**src/rtl/fixed_pkg.sv**
```systemverilog
// Shared fixed-point definitions for the dot_product / scale datapath:
// word and accumulator widths, the dot-product FSM states and the saturator.
package fixed_pkg;

  localparam int Q_BITS_DEFAULT = 10;
  localparam int WORD_W         = 32;
  localparam int PROD_W         = 2 * WORD_W;
  localparam int ACC_W          = 66;

  typedef enum logic [1:0] {
    S_IDLE = 2'd0,
    S_MAC  = 2'd1,
    S_WR   = 2'd2
  } state_e;

  // A value fits in a signed word only when every bit from the word's sign bit
  // upward is identical.
  function automatic logic sat_needed(input logic signed [ACC_W-1:0] v);
    return !((&v[ACC_W-1:WORD_W-1]) || !(|v[ACC_W-1:WORD_W-1]));
  endfunction

  function automatic logic [WORD_W-1:0] sat32(input logic signed [ACC_W-1:0] v);
    if (!sat_needed(v)) begin
      return v[WORD_W-1:0];
    end else if (v[ACC_W-1]) begin
      return {1'b1, {(WORD_W-1){1'b0}}};
    end else begin
      return {1'b0, {(WORD_W-1){1'b1}}};
    end
  endfunction

endpackage

```
**src/rtl/dot_product_core.sv**
```systemverilog
// Sequenced 3-term fixed-point dot product: pop one operand pair, run one
// shared multiplier over three cycles, then write the saturated result.
module dot_product_core
  import fixed_pkg::*;
#(
  parameter int Q_BITS = Q_BITS_DEFAULT
) (
  input  logic                   clock,
  input  logic                   reset,
  input  logic [2:0][WORD_W-1:0] x,
  input  logic [2:0][WORD_W-1:0] y,
  input  logic                   in_empty,
  output logic                   in_rd_en,
  input  logic                   out_full,
  output logic                   out_wr_en,
  output logic [WORD_W-1:0]      out_din,
  output logic                   sat_flag
);

  state_e                   state_q, state_d;
  logic [1:0]               idx_q, idx_d;
  logic signed [ACC_W-1:0]  acc_q, acc_d;
  logic [2:0][WORD_W-1:0]   xr_q, xr_d;
  logic [2:0][WORD_W-1:0]   yr_q, yr_d;
  logic                     sat_flag_q, sat_flag_d;

  logic signed [WORD_W-1:0] x_sel, y_sel;
  logic signed [PROD_W-1:0] prod;
  logic signed [ACC_W-1:0]  shifted;
  logic                     result_sat;

  always_ff @(posedge clock or negedge reset) begin
    if (!reset) begin
      state_q <= S_IDLE;
    end else begin
      state_q <= state_d;
    end
  end

  always_comb begin
    state_d = state_q;
    case (state_q)
      S_IDLE:  if (!in_empty)       state_d = S_MAC;
      S_MAC:   if (idx_q == 2'd2)   state_d = S_WR;
      S_WR:    if (!out_full)       state_d = S_IDLE;
      default:                      state_d = S_IDLE;
    endcase
  end

  // The pop is gated by reset so nothing is consumed while the block is held.
  always_comb begin
    in_rd_en  = reset && (state_q == S_IDLE) && !in_empty;
    out_wr_en = (state_q == S_WR) && !out_full;
  end

  always_comb begin
    x_sel = '0;
    y_sel = '0;
    case (idx_q)
      2'd0: begin x_sel = xr_q[0]; y_sel = yr_q[0]; end
      2'd1: begin x_sel = xr_q[1]; y_sel = yr_q[1]; end
      2'd2: begin x_sel = xr_q[2]; y_sel = yr_q[2]; end
      default: begin x_sel = '0; y_sel = '0; end
    endcase
    prod = PROD_W'(x_sel) * PROD_W'(y_sel);
  end

  // The full-precision sum is shifted once, so floor applies to the total.
  always_comb begin
    shifted    = acc_q >>> Q_BITS;
    out_din    = sat32(shifted);
    result_sat = sat_needed(shifted);
  end

  always_comb begin
    xr_d       = xr_q;
    yr_d       = yr_q;
    acc_d      = acc_q;
    idx_d      = idx_q;
    sat_flag_d = sat_flag_q | (out_wr_en & result_sat);
    if (in_rd_en) begin
      xr_d  = x;
      yr_d  = y;
      acc_d = '0;
      idx_d = 2'd0;
    end else if (state_q == S_MAC) begin
      acc_d = acc_q + ACC_W'(prod);
      idx_d = (idx_q == 2'd2) ? 2'd0 : idx_q + 2'd1;
    end
  end

  always_ff @(posedge clock or negedge reset) begin
    if (!reset) begin
      xr_q       <= '0;
      yr_q       <= '0;
      acc_q      <= '0;
      idx_q      <= '0;
      sat_flag_q <= 1'b0;
    end else begin
      xr_q       <= xr_d;
      yr_q       <= yr_d;
      acc_q      <= acc_d;
      idx_q      <= idx_d;
      sat_flag_q <= sat_flag_d;
    end
  end

  assign sat_flag = sat_flag_q;

endmodule

```
**src/rtl/fifo.sv**
```systemverilog
// Synchronous first-word-fall-through FIFO with registered full/empty flags;
// dout always shows the entry at the read pointer.
module fifo #(
  parameter int WIDTH = 32,
  parameter int DEPTH = 16
) (
  input  logic             clock,
  input  logic             reset,
  input  logic             wr_en,
  input  logic [WIDTH-1:0] din,
  output logic             full,
  input  logic             rd_en,
  output logic [WIDTH-1:0] dout,
  output logic             empty
);

  localparam int AW = $clog2(DEPTH);
  localparam int CW = AW + 1;

  logic [WIDTH-1:0] mem_q [DEPTH];
  logic [WIDTH-1:0] mem_d [DEPTH];
  logic [AW-1:0]    wr_ptr_q, wr_ptr_d;
  logic [AW-1:0]    rd_ptr_q, rd_ptr_d;
  logic [CW-1:0]    count_q, count_d;
  logic             full_q, full_d;
  logic             empty_q, empty_d;
  logic             do_wr, do_rd;

  // Requests against a full or empty FIFO are dropped here, so callers may
  // hold wr_en/rd_en without qualifying them.
  always_comb begin
    do_wr    = wr_en && !full_q;
    do_rd    = rd_en && !empty_q;
    mem_d    = mem_q;
    wr_ptr_d = wr_ptr_q;
    rd_ptr_d = rd_ptr_q;
    if (do_wr) begin
      mem_d[wr_ptr_q] = din;
      wr_ptr_d        = wr_ptr_q + AW'(1);
    end
    if (do_rd) begin
      rd_ptr_d = rd_ptr_q + AW'(1);
    end
    count_d = count_q + CW'(do_wr) - CW'(do_rd);
    full_d  = (count_d == CW'(DEPTH));
    empty_d = (count_d == '0);
  end

  always_ff @(posedge clock or negedge reset) begin
    if (!reset) begin
      for (int i = 0; i < DEPTH; i++) begin
        mem_q[i] <= '0;
      end
      wr_ptr_q <= '0;
      rd_ptr_q <= '0;
      count_q  <= '0;
      full_q   <= 1'b0;
      empty_q  <= 1'b1;
    end else begin
      mem_q    <= mem_d;
      wr_ptr_q <= wr_ptr_d;
      rd_ptr_q <= rd_ptr_d;
      count_q  <= count_d;
      full_q   <= full_d;
      empty_q  <= empty_d;
    end
  end

  assign dout  = mem_q[rd_ptr_q];
  assign full  = full_q;
  assign empty = empty_q;

endmodule

```
**src/rtl/dot_product.sv**
```systemverilog
// Fixed-point 3-vector dot product: compute core feeding a scalar output FIFO,
// whose dout/empty/rd_en form the downstream interface to scale.
module dot_product
  import fixed_pkg::*;
#(
  parameter int Q_BITS           = Q_BITS_DEFAULT,
  parameter int FIFO_BUFFER_SIZE = 16
) (
  input  logic                   clock,
  input  logic                   reset,
  input  logic [2:0][WORD_W-1:0] x,
  input  logic [2:0][WORD_W-1:0] y,
  input  logic                   in_empty,
  output logic                   in_rd_en,
  output logic [WORD_W-1:0]      out,
  output logic                   out_empty,
  input  logic                   out_rd_en,
  output logic                   sat_flag
);

  logic              out_full;
  logic              out_wr_en;
  logic [WORD_W-1:0] out_din;

  dot_product_core #(
    .Q_BITS(Q_BITS)
  ) u_core (
    .clock     (clock),
    .reset     (reset),
    .x         (x),
    .y         (y),
    .in_empty  (in_empty),
    .in_rd_en  (in_rd_en),
    .out_full  (out_full),
    .out_wr_en (out_wr_en),
    .out_din   (out_din),
    .sat_flag  (sat_flag)
  );

  fifo #(
    .WIDTH(WORD_W),
    .DEPTH(FIFO_BUFFER_SIZE)
  ) u_out_fifo (
    .clock (clock),
    .reset (reset),
    .wr_en (out_wr_en),
    .din   (out_din),
    .full  (out_full),
    .rd_en (out_rd_en),
    .dout  (out),
    .empty (out_empty)
  );

endmodule

```
**config.mk**
```make
export PLATFORM = sky130hd
export DESIGN_NAME = dot_product
export DESIGN_NICKNAME = d
export VERILOG_FILES = /design/src/rtl/fixed_pkg.sv /design/src/rtl/dot_product_core.sv /design/src/rtl/fifo.sv /design/src/rtl/dot_product.sv
export SDC_FILE = /design/constraint.sdc
export NUM_CORES = 2
export LEC_CHECK = 0
export ABC_CLOCK_PERIOD_IN_PS = 14100
export CORE_UTILIZATION = 30
export DETAILED_ROUTE_END_ITERATION = 10
export SETUP_SLACK_MARGIN = 0.3
export SYNTH_ARGS = -nofsm -noshare
export SYNTH_HDL_FRONTEND = slang
export SYNTH_SLANG_ARGS = --single-unit
```
**constraint.sdc**
```tcl
create_clock -name clock -period 14.1 [get_ports clock]
set_input_delay 2.115 -clock clock [delete_from_list [all_inputs] [get_ports clock]]
set_output_delay 2.115 -clock clock [all_outputs]
set_load 0.005 [all_outputs]
```
; ---- Word-level counts from Yosys, hierarchy flattened
; Index checks and enable logic that the tools add are counted.
[classes]
n_bitwise = 4
div = 0
n_mux = 19
n_reduce_logical = 19
magnitude_cmp = 3
mul = 1
n_eq_ne = 8
addsub = 6
n_shift = 0
[ops]
columns = cell, n
row1 = bitwise mux 512 bit, 1
row2 = one-hot mux 32 bit (3 select lines), 2
row3 = 2-to-1 mux 32 bit, 5
row4 = 2-to-1 mux 66 bit, 2
row5 = binary-select mux 32 bit (select 4 bit), 1
row6 = demux 32 bit (select 4 bit), 1
row7 = adder 66 x 64 -> 66 bit, 1
row8 = multiplier 32 x 32 -> 64 bit, 1
row9 = AND reduction 25 bit, 1
row10 = OR reduction 25 bit, 1
row11 = 2-to-1 mux 2 bit, 6
row12 = "greater-or-equal comparator 5 bit, second input constant", 2
row13 = inverter 4 -> 5 bit, 2
row14 = "adder 4 x 1 -> 4 bit, second input constant", 2
row15 = logical AND 1 bit, 6
row16 = "!= test 2 bit, second input constant", 3
row17 = one-hot mux 2 bit (3 select lines), 1
row18 = adder 5 x 1 -> 5 bit, 1
row19 = "equality test 5 bit, second input constant", 1
row20 = zero test 1 bit, 5
row21 = zero test 5 bit, 1
row22 = "less-than comparator 5 x 1 -> 1 bit, second input constant", 1
row23 = subtractor 5 x 1 -> 5 bit, 1
row24 = "equality test 2 x 1 -> 1 bit, second input constant", 2
row25 = 8 further kinds, 10
[word_totals]
mem_count = 0
romBits = 0
regBits = 790
latch_bits = 0
inputBits = 196
ramBits = 0
output_inout_bits = 35

; ---- Longest topological paths before layout
[depth]
word_depth = 6
ltp_mapped = 35

; ---- Modules after synthesis
; A second synthesis with hierarchy kept.
[unflattened]
cells_unflattened = 6930
area_unflattened_um2 = 75623.8
[by_module_without_submodules]
columns = module, cells_per_inst, seq_area_each_um2, area_per_inst_um2, n_inst
row1 = dot_product_core, 5469, 6581.3, 52073.7, 1
row2 = fifo, 1461, 13188.9, 23550.1, 1

; ---- Worst setup path before layout
; Ideal clock, no wire load.
[synth_path]
path_type = flip-flop to flip-flop
from = reg u_core.idx_q[0]
to = reg u_core.acc_q[63]
slack_ps = 4214
synth_period_minus_slack_ps = 9886
t_arrival_ps = 9752
stages_incl_launch_ff = 32
n_path_buf = 4
cell_sequence = dfrtp_1 -> buf_1 -> clkbuf_1 -> mux2i_1 -> o21ai_1 -> clkbuf_1 -> nand2_1 -> fa_1 -> fa_1 -> inv_1 -> fa_1 -> inv_1 -> fa_1 -> inv_1 -> fa_1 -> fa_1 -> fa_1 -> inv_1 -> fa_1 -> inv_1 -> ha_1 -> clkbuf_1 -> nand2_1 -> o21a_1 -> nor2_1 -> a211oi_1 -> o211ai_1 -> o211ai_4 -> a21o_1 -> a2111oi_4 -> o21a_1 -> o31ai_2
[synth_via]
elab_chain_len = 6
word_cells_on_any_way = 9
[synth_lines]
columns = item, line_no
row1 = from (decl), dot_product_core.sv:21  ; logic [1:0] idx_q, idx_d;
row2 = from (signal assigned), dot_product_core.sv:103  ; idx_q <= idx_d;
row3 = equality test 2 bit (tied with other cells), dot_product_core.sv:59  ; case (idx_q)
row4 = one-hot mux 32 bit (3 select lines), dot_product_core.sv:59
row5 = multiplier 32 x 32 -> 64 bit (*), dot_product_core.sv:65  ; prod = PROD_W'(x_sel) * PROD_W'(y_sel);
row6 = adder 66 x 64 -> 66 bit (*), dot_product_core.sv:87  ; acc_d = acc_q + ACC_W'(prod);
row7 = 2-to-1 mux 66 bit (*), dot_product_core.sv:86  ; end else if (state_q == S_MAC) begin
row8 = 2-to-1 mux 66 bit (*), dot_product_core.sv:81  ; if (in_rd_en) begin
row9 = to (signal assigned), dot_product_core.sv:96  ; acc_q <= '0;
row10 = to (signal assigned), dot_product_core.sv:102  ; acc_q <= acc_d;
row11 = to (decl), dot_product_core.sv:22  ; logic signed [ACC_W-1:0] acc_q, acc_d;
; Every way passes the cells marked *; elsewhere a longest branch is shown, timed or not. The select of a mux whose other input is x is not followed.
; A chain may end at the register's enable or synchronous reset.

; ---- Worst setup path after layout
[layout_path]
from = reg u_core.idx_q[1]
to = reg u_core.acc_q[65]
; Same word-level chain as after synthesis.

==> impl_metrics.sql <==
INSERT INTO impl_metrics (metric_group, metric, value, unit) VALUES
('synthesis', 'synth-seq-cells', '790', ''),
('finish', 'area_growth_syn_to_layout', '12.1', '%'),
('synthesis', 'async_reset_ff_share', '100', '%'),
('finish', 'commonest_cells_after_routing_fill_and_taps_aside', '1774 x sky130_fd_sc_hd__nand2_1, 1288 x sky130_fd_sc_hd__inv_1, 1234 x sky130_fd_sc_hd__fa_1, 784 x sky130_fd_sc_hd__dfrtp_1, 649 x sky130_fd_sc_hd__o21ai_0', ''),
('synthesis', 'synth_edf_count', '0', ''),
('flow_run', 'cap_violations', '0', ''),
('worst_setup_path', 'cp_data_required_time', '14.73', 'ns'),
('drt', 'wl_cell', '21.6', 'µm'),
('timing', 'setup_violations', '0', ''),
('min_path', 'hold_path_class', 'register to register', ''),
('grt', 'grt_antenna_before_repair', '10', ''),
('timing', 'final_critical_path_setup_slack', '3.18', 'ns'),
('placed_design', 'place_area', '80800', 'µm²'),
('drt', 'drcViolationCount', '0', ''),
('timing', 'worst_clock_skew', '0.0463', 'ns'),
('drt', 'detail_route.wirelength', '246000', 'µm'),
('timing', 'maxSlewHeadroom', '7.63', '%'),
('outcome', 'outcome', 'finished, final reports clean', ''),
('placed_design', 'dpl.hpwl', '184000', 'µm'),
('floorplan', 'design.core.area', '247000', 'µm²'),
('cts', 'worst_setup_hold_path_clk_slew', '0.06', 'ns'),
('cts', 'clock_insertion_delay_worst_skew', '0.75', 'ns'),
('drt', 'post_drt_via_cell_ratio', '4.94', ''),
('finish', 'layout.cells.most_common', 'sky130_fd_sc_hd__nand2_1', ''),
('finish', 'drive_above_1_share', '5.66', '%'),
('cts', 'clk_root_buffer_cell', 'sky130_fd_sc_hd__clkbuf_16', ''),
('synthesis', 'syn_area', '74600', 'µm²'),
('floorplan', 'io_pins', '231', ''),
('worst_setup_path', 'worstSetupPathType', 'register to register', ''),
('worst_setup_path', 'cp_common_cell', 'sky130_fd_sc_hd__fa_1', ''),
('finish', 'fin_area', '83700', 'µm²'),
('drt', 'detail-route-antenna-nets', '0', ''),
('grt', 'number_of_global_route_vias_before_repair', '58844', ''),
('worst_setup_path', 'critPathSlowestCell', 'sky130_fd_sc_hd__dfrtp_4', ''),
('worst_setup_path', 'critPathBufInv', '7', ''),
('worst_setup_path', 'timing.critical_path.arrival', '11.55', 'ns'),
('worst_setup_path', 'timing.critical_path.to_type', 'register', ''),
('drt', 'drtPass1Iterations', '8', ''),
('timing', 'worst_pin_slew', '1.38', 'ns'),
('timing', 'fin_worst_hold_slack', '0.459', 'ns'),
('synthesis', 'synthesis.nets', '9670', ''),
('worst_setup_path', 'critical_path.top_delay_family', 'adder cells', ''),
('timing', 'max_freq', '0.0916', 'GHz'),
('synthesis', 'post_synthesis_area_per_instance', '9.32', 'µm²'),
('cts', 'clock_sink_count', '790', ''),
('synthesis', 'yosysSeqAreaShare', '26.5', '%'),
('synthesis', 'netlist_instances', '8008', ''),
('synthesis', 'yosys.cell_types.count', '70', ''),
('grt', 'overflow_after_grt', '0', ''),
('floorplan', 'die_width', '501', 'µm'),
('floorplan', 'floorplan.initialDensity', '30.3', '%'),
('finish', 'num-nets-final', '9662', ''),
('worst_setup_path', 'cp-start-kind', 'register', ''),
('cts', 'cts_hold_buffers', '0', ''),
('cts', 'htreeDepth', '3', ''),
('cts', 'cts-root-to-sink-buffers', '3', ''),
('drt', 'detailroute.via_count', '56233', ''),
('worst_setup_path', 'timing.critical_path.slowest_cell_delay', '0.99', 'ns'),
('placed_design', 'gpl.final_weighted_congestion', '0.969', ''),
('cts', 'tritoncts', 'done', ''),
('synthesis', 'postSynth.topFlopCell', 'sky130_fd_sc_hd__dfrtp_1', ''),
('timing', 'tns', '0', 'ns'),
('timing', 'post-route-period-util', '77.4', '%'),
('timing', 'post-route-min-period', '10.92', 'ns'),
('placed_design', 'buffer_ports.inserted', '230', ''),
('timing', 'grt_setup_unrepaired', 'false', ''),
('cts', 'post_cts.repair.setup_buffers', '0', ''),
('floorplan', 'floorplan.rows', '182', ''),
('grt', 'grt_pass1_wl', '374000', 'µm'),
('timing', 'hold_violations', '0', ''),
('placed_design', 'preCtsSetupSlack', '3.28', 'ns'),
('synthesis', 'yosysWarnings', '0', ''),
('cts', 'cts_buffers', '83', ''),
('cts', 'post_cts_resized', '0', ''),
('worst_setup_path', 'critical_path.max_fanout', '61', ''),
('floorplan', 'die_h', '501', 'µm'),
('floorplan', 'die_area', '251000', 'µm²'),
('grt', 'pin_count_of_the_biggest_net_entering_global_routing', '159', ''),
('grt', 'track_usage', '19.7', '%'),
('drt', 'detail_route.iter0.violations', '4988', ''),
('timing', 'drv_slew', '0', '');
## per-stage QoR
stage,std cells,util [%]
3_3_place_gp,11227,32.8
4_1_cts,11381,33.9
6_report,11388,33.9
3_5_place_dp,11227,32.8
2_1_floorplan,8008,-
5_1_grt,11381,33.9
## per-layer routing
| metal | global-route usage [%] | part of all wire [%] | up-vias |
|---|---|---|---|
| met3 | 4.67 | 9.4 | 402 |
| met4 | 5.83 | 3.3 | 6 |
| met5 | 0 | 0.016 | - |
| li1 | - | - | 24599 |
| met1 | 27.9 | 44 | 28795 |
| met2 | 29.6 | 43 | 2431 |
## cells in the mapped netlist, types with 64 or more instances
master	instances	area share (%)
sky130_fd_sc_hd__mux4_2	64	1.9
sky130_fd_sc_hd__a21oi_1	128	0.86
sky130_fd_sc_hd__o21ai_0	688	4.6
sky130_fd_sc_hd__ha_1	232	3.9
sky130_fd_sc_hd__fa_1	1234	33
sky130_fd_sc_hd__nand2_1	1778	8.9
sky130_fd_sc_hd__nor2_1	516	2.6
sky130_fd_sc_hd__mux2i_1	185	2.5
sky130_fd_sc_hd__clkbuf_1	420	2.1
sky130_fd_sc_hd__inv_1	1290	6.5
sky130_fd_sc_hd__nand3_1	88	0.59
sky130_fd_sc_hd__dfrtp_1	789	26
## area by class of cell
| class | count | area, µm² |
|---|---|---|
| Sequential cell | 790 | 19800 |
| Tap cell | 3312 | 4140 |
| Timing Repair Buffer | 364 | 3350 |
| Antenna cell | 7 | 17.5 |
| Clock buffer | 123 | 2380 |
| Inverter | 1291 | 4850 |
| Clock inverter | 31 | 489 |
| Multi-Input combinational cell | 5470 | 48600 |
| Fill cell | 25199 | 163000 |
## final timing paths
check                           startpoint                    end  slack [ns]  depth (start not counted)
setup / recovery           u_core.idx_q[1]       u_core.acc_q[65]        3.18                         29
hold / removal             u_core.sat_flag        u_core.sat_flag        0.46                          1
setup reg to reg           u_core.idx_q[1]       u_core.acc_q[65]        3.18                         29
hold reg to reg            u_core.sat_flag        u_core.sat_flag        0.46                          1
max in group asynchronous            reset        u_core.idx_q[0]        9.80                          4
min in group asynchronous            reset  u_out_fifo.mem_q[252]        1.26                          1
## state kept, by name, summed over array words and instances, names as in the netlist
register and cells:
u_core.xr_q 96, u_core.acc_q 66, u_out_fifo.wr_ptr_q 4, u_core.sat_flag 1, u_core.yr_q 96, u_out_fifo.rd_ptr_q 4, u_out_fifo.full 1, u_out_fifo.empty 1
u_out_fifo.mem_q 512, u_out_fifo.count_q 5, u_core.idx_q 2, u_core.state_q 2
## cell families (layout without fill, tap and decap cells)
| group | count (synthesis) | in the layout | synth area share [%] |
|---|---|---|---|
| adder cells (fa/ha/maj) | 1466 | 1466 | 37.0 |
| AND/OR/NAND/NOR | 2541 | 2541 | 13.5 |
| other | 0 | 7 | 0 |
| AO/OA/AOI/OAI | 1092 | 1092 | 8.27 |
| flip-flops | 790 | 790 | 26.5 |
| multiplexers | 290 | 290 | 5.03 |
| XOR/XNOR | 81 | 81 | 0.950 |
| buffers and inverters | 1748 | 1809 | 8.80 |
Power is left out: the tool's default activity adds up to more than one toggle a clock period on the data nets, which glitch-free logic cannot reach.
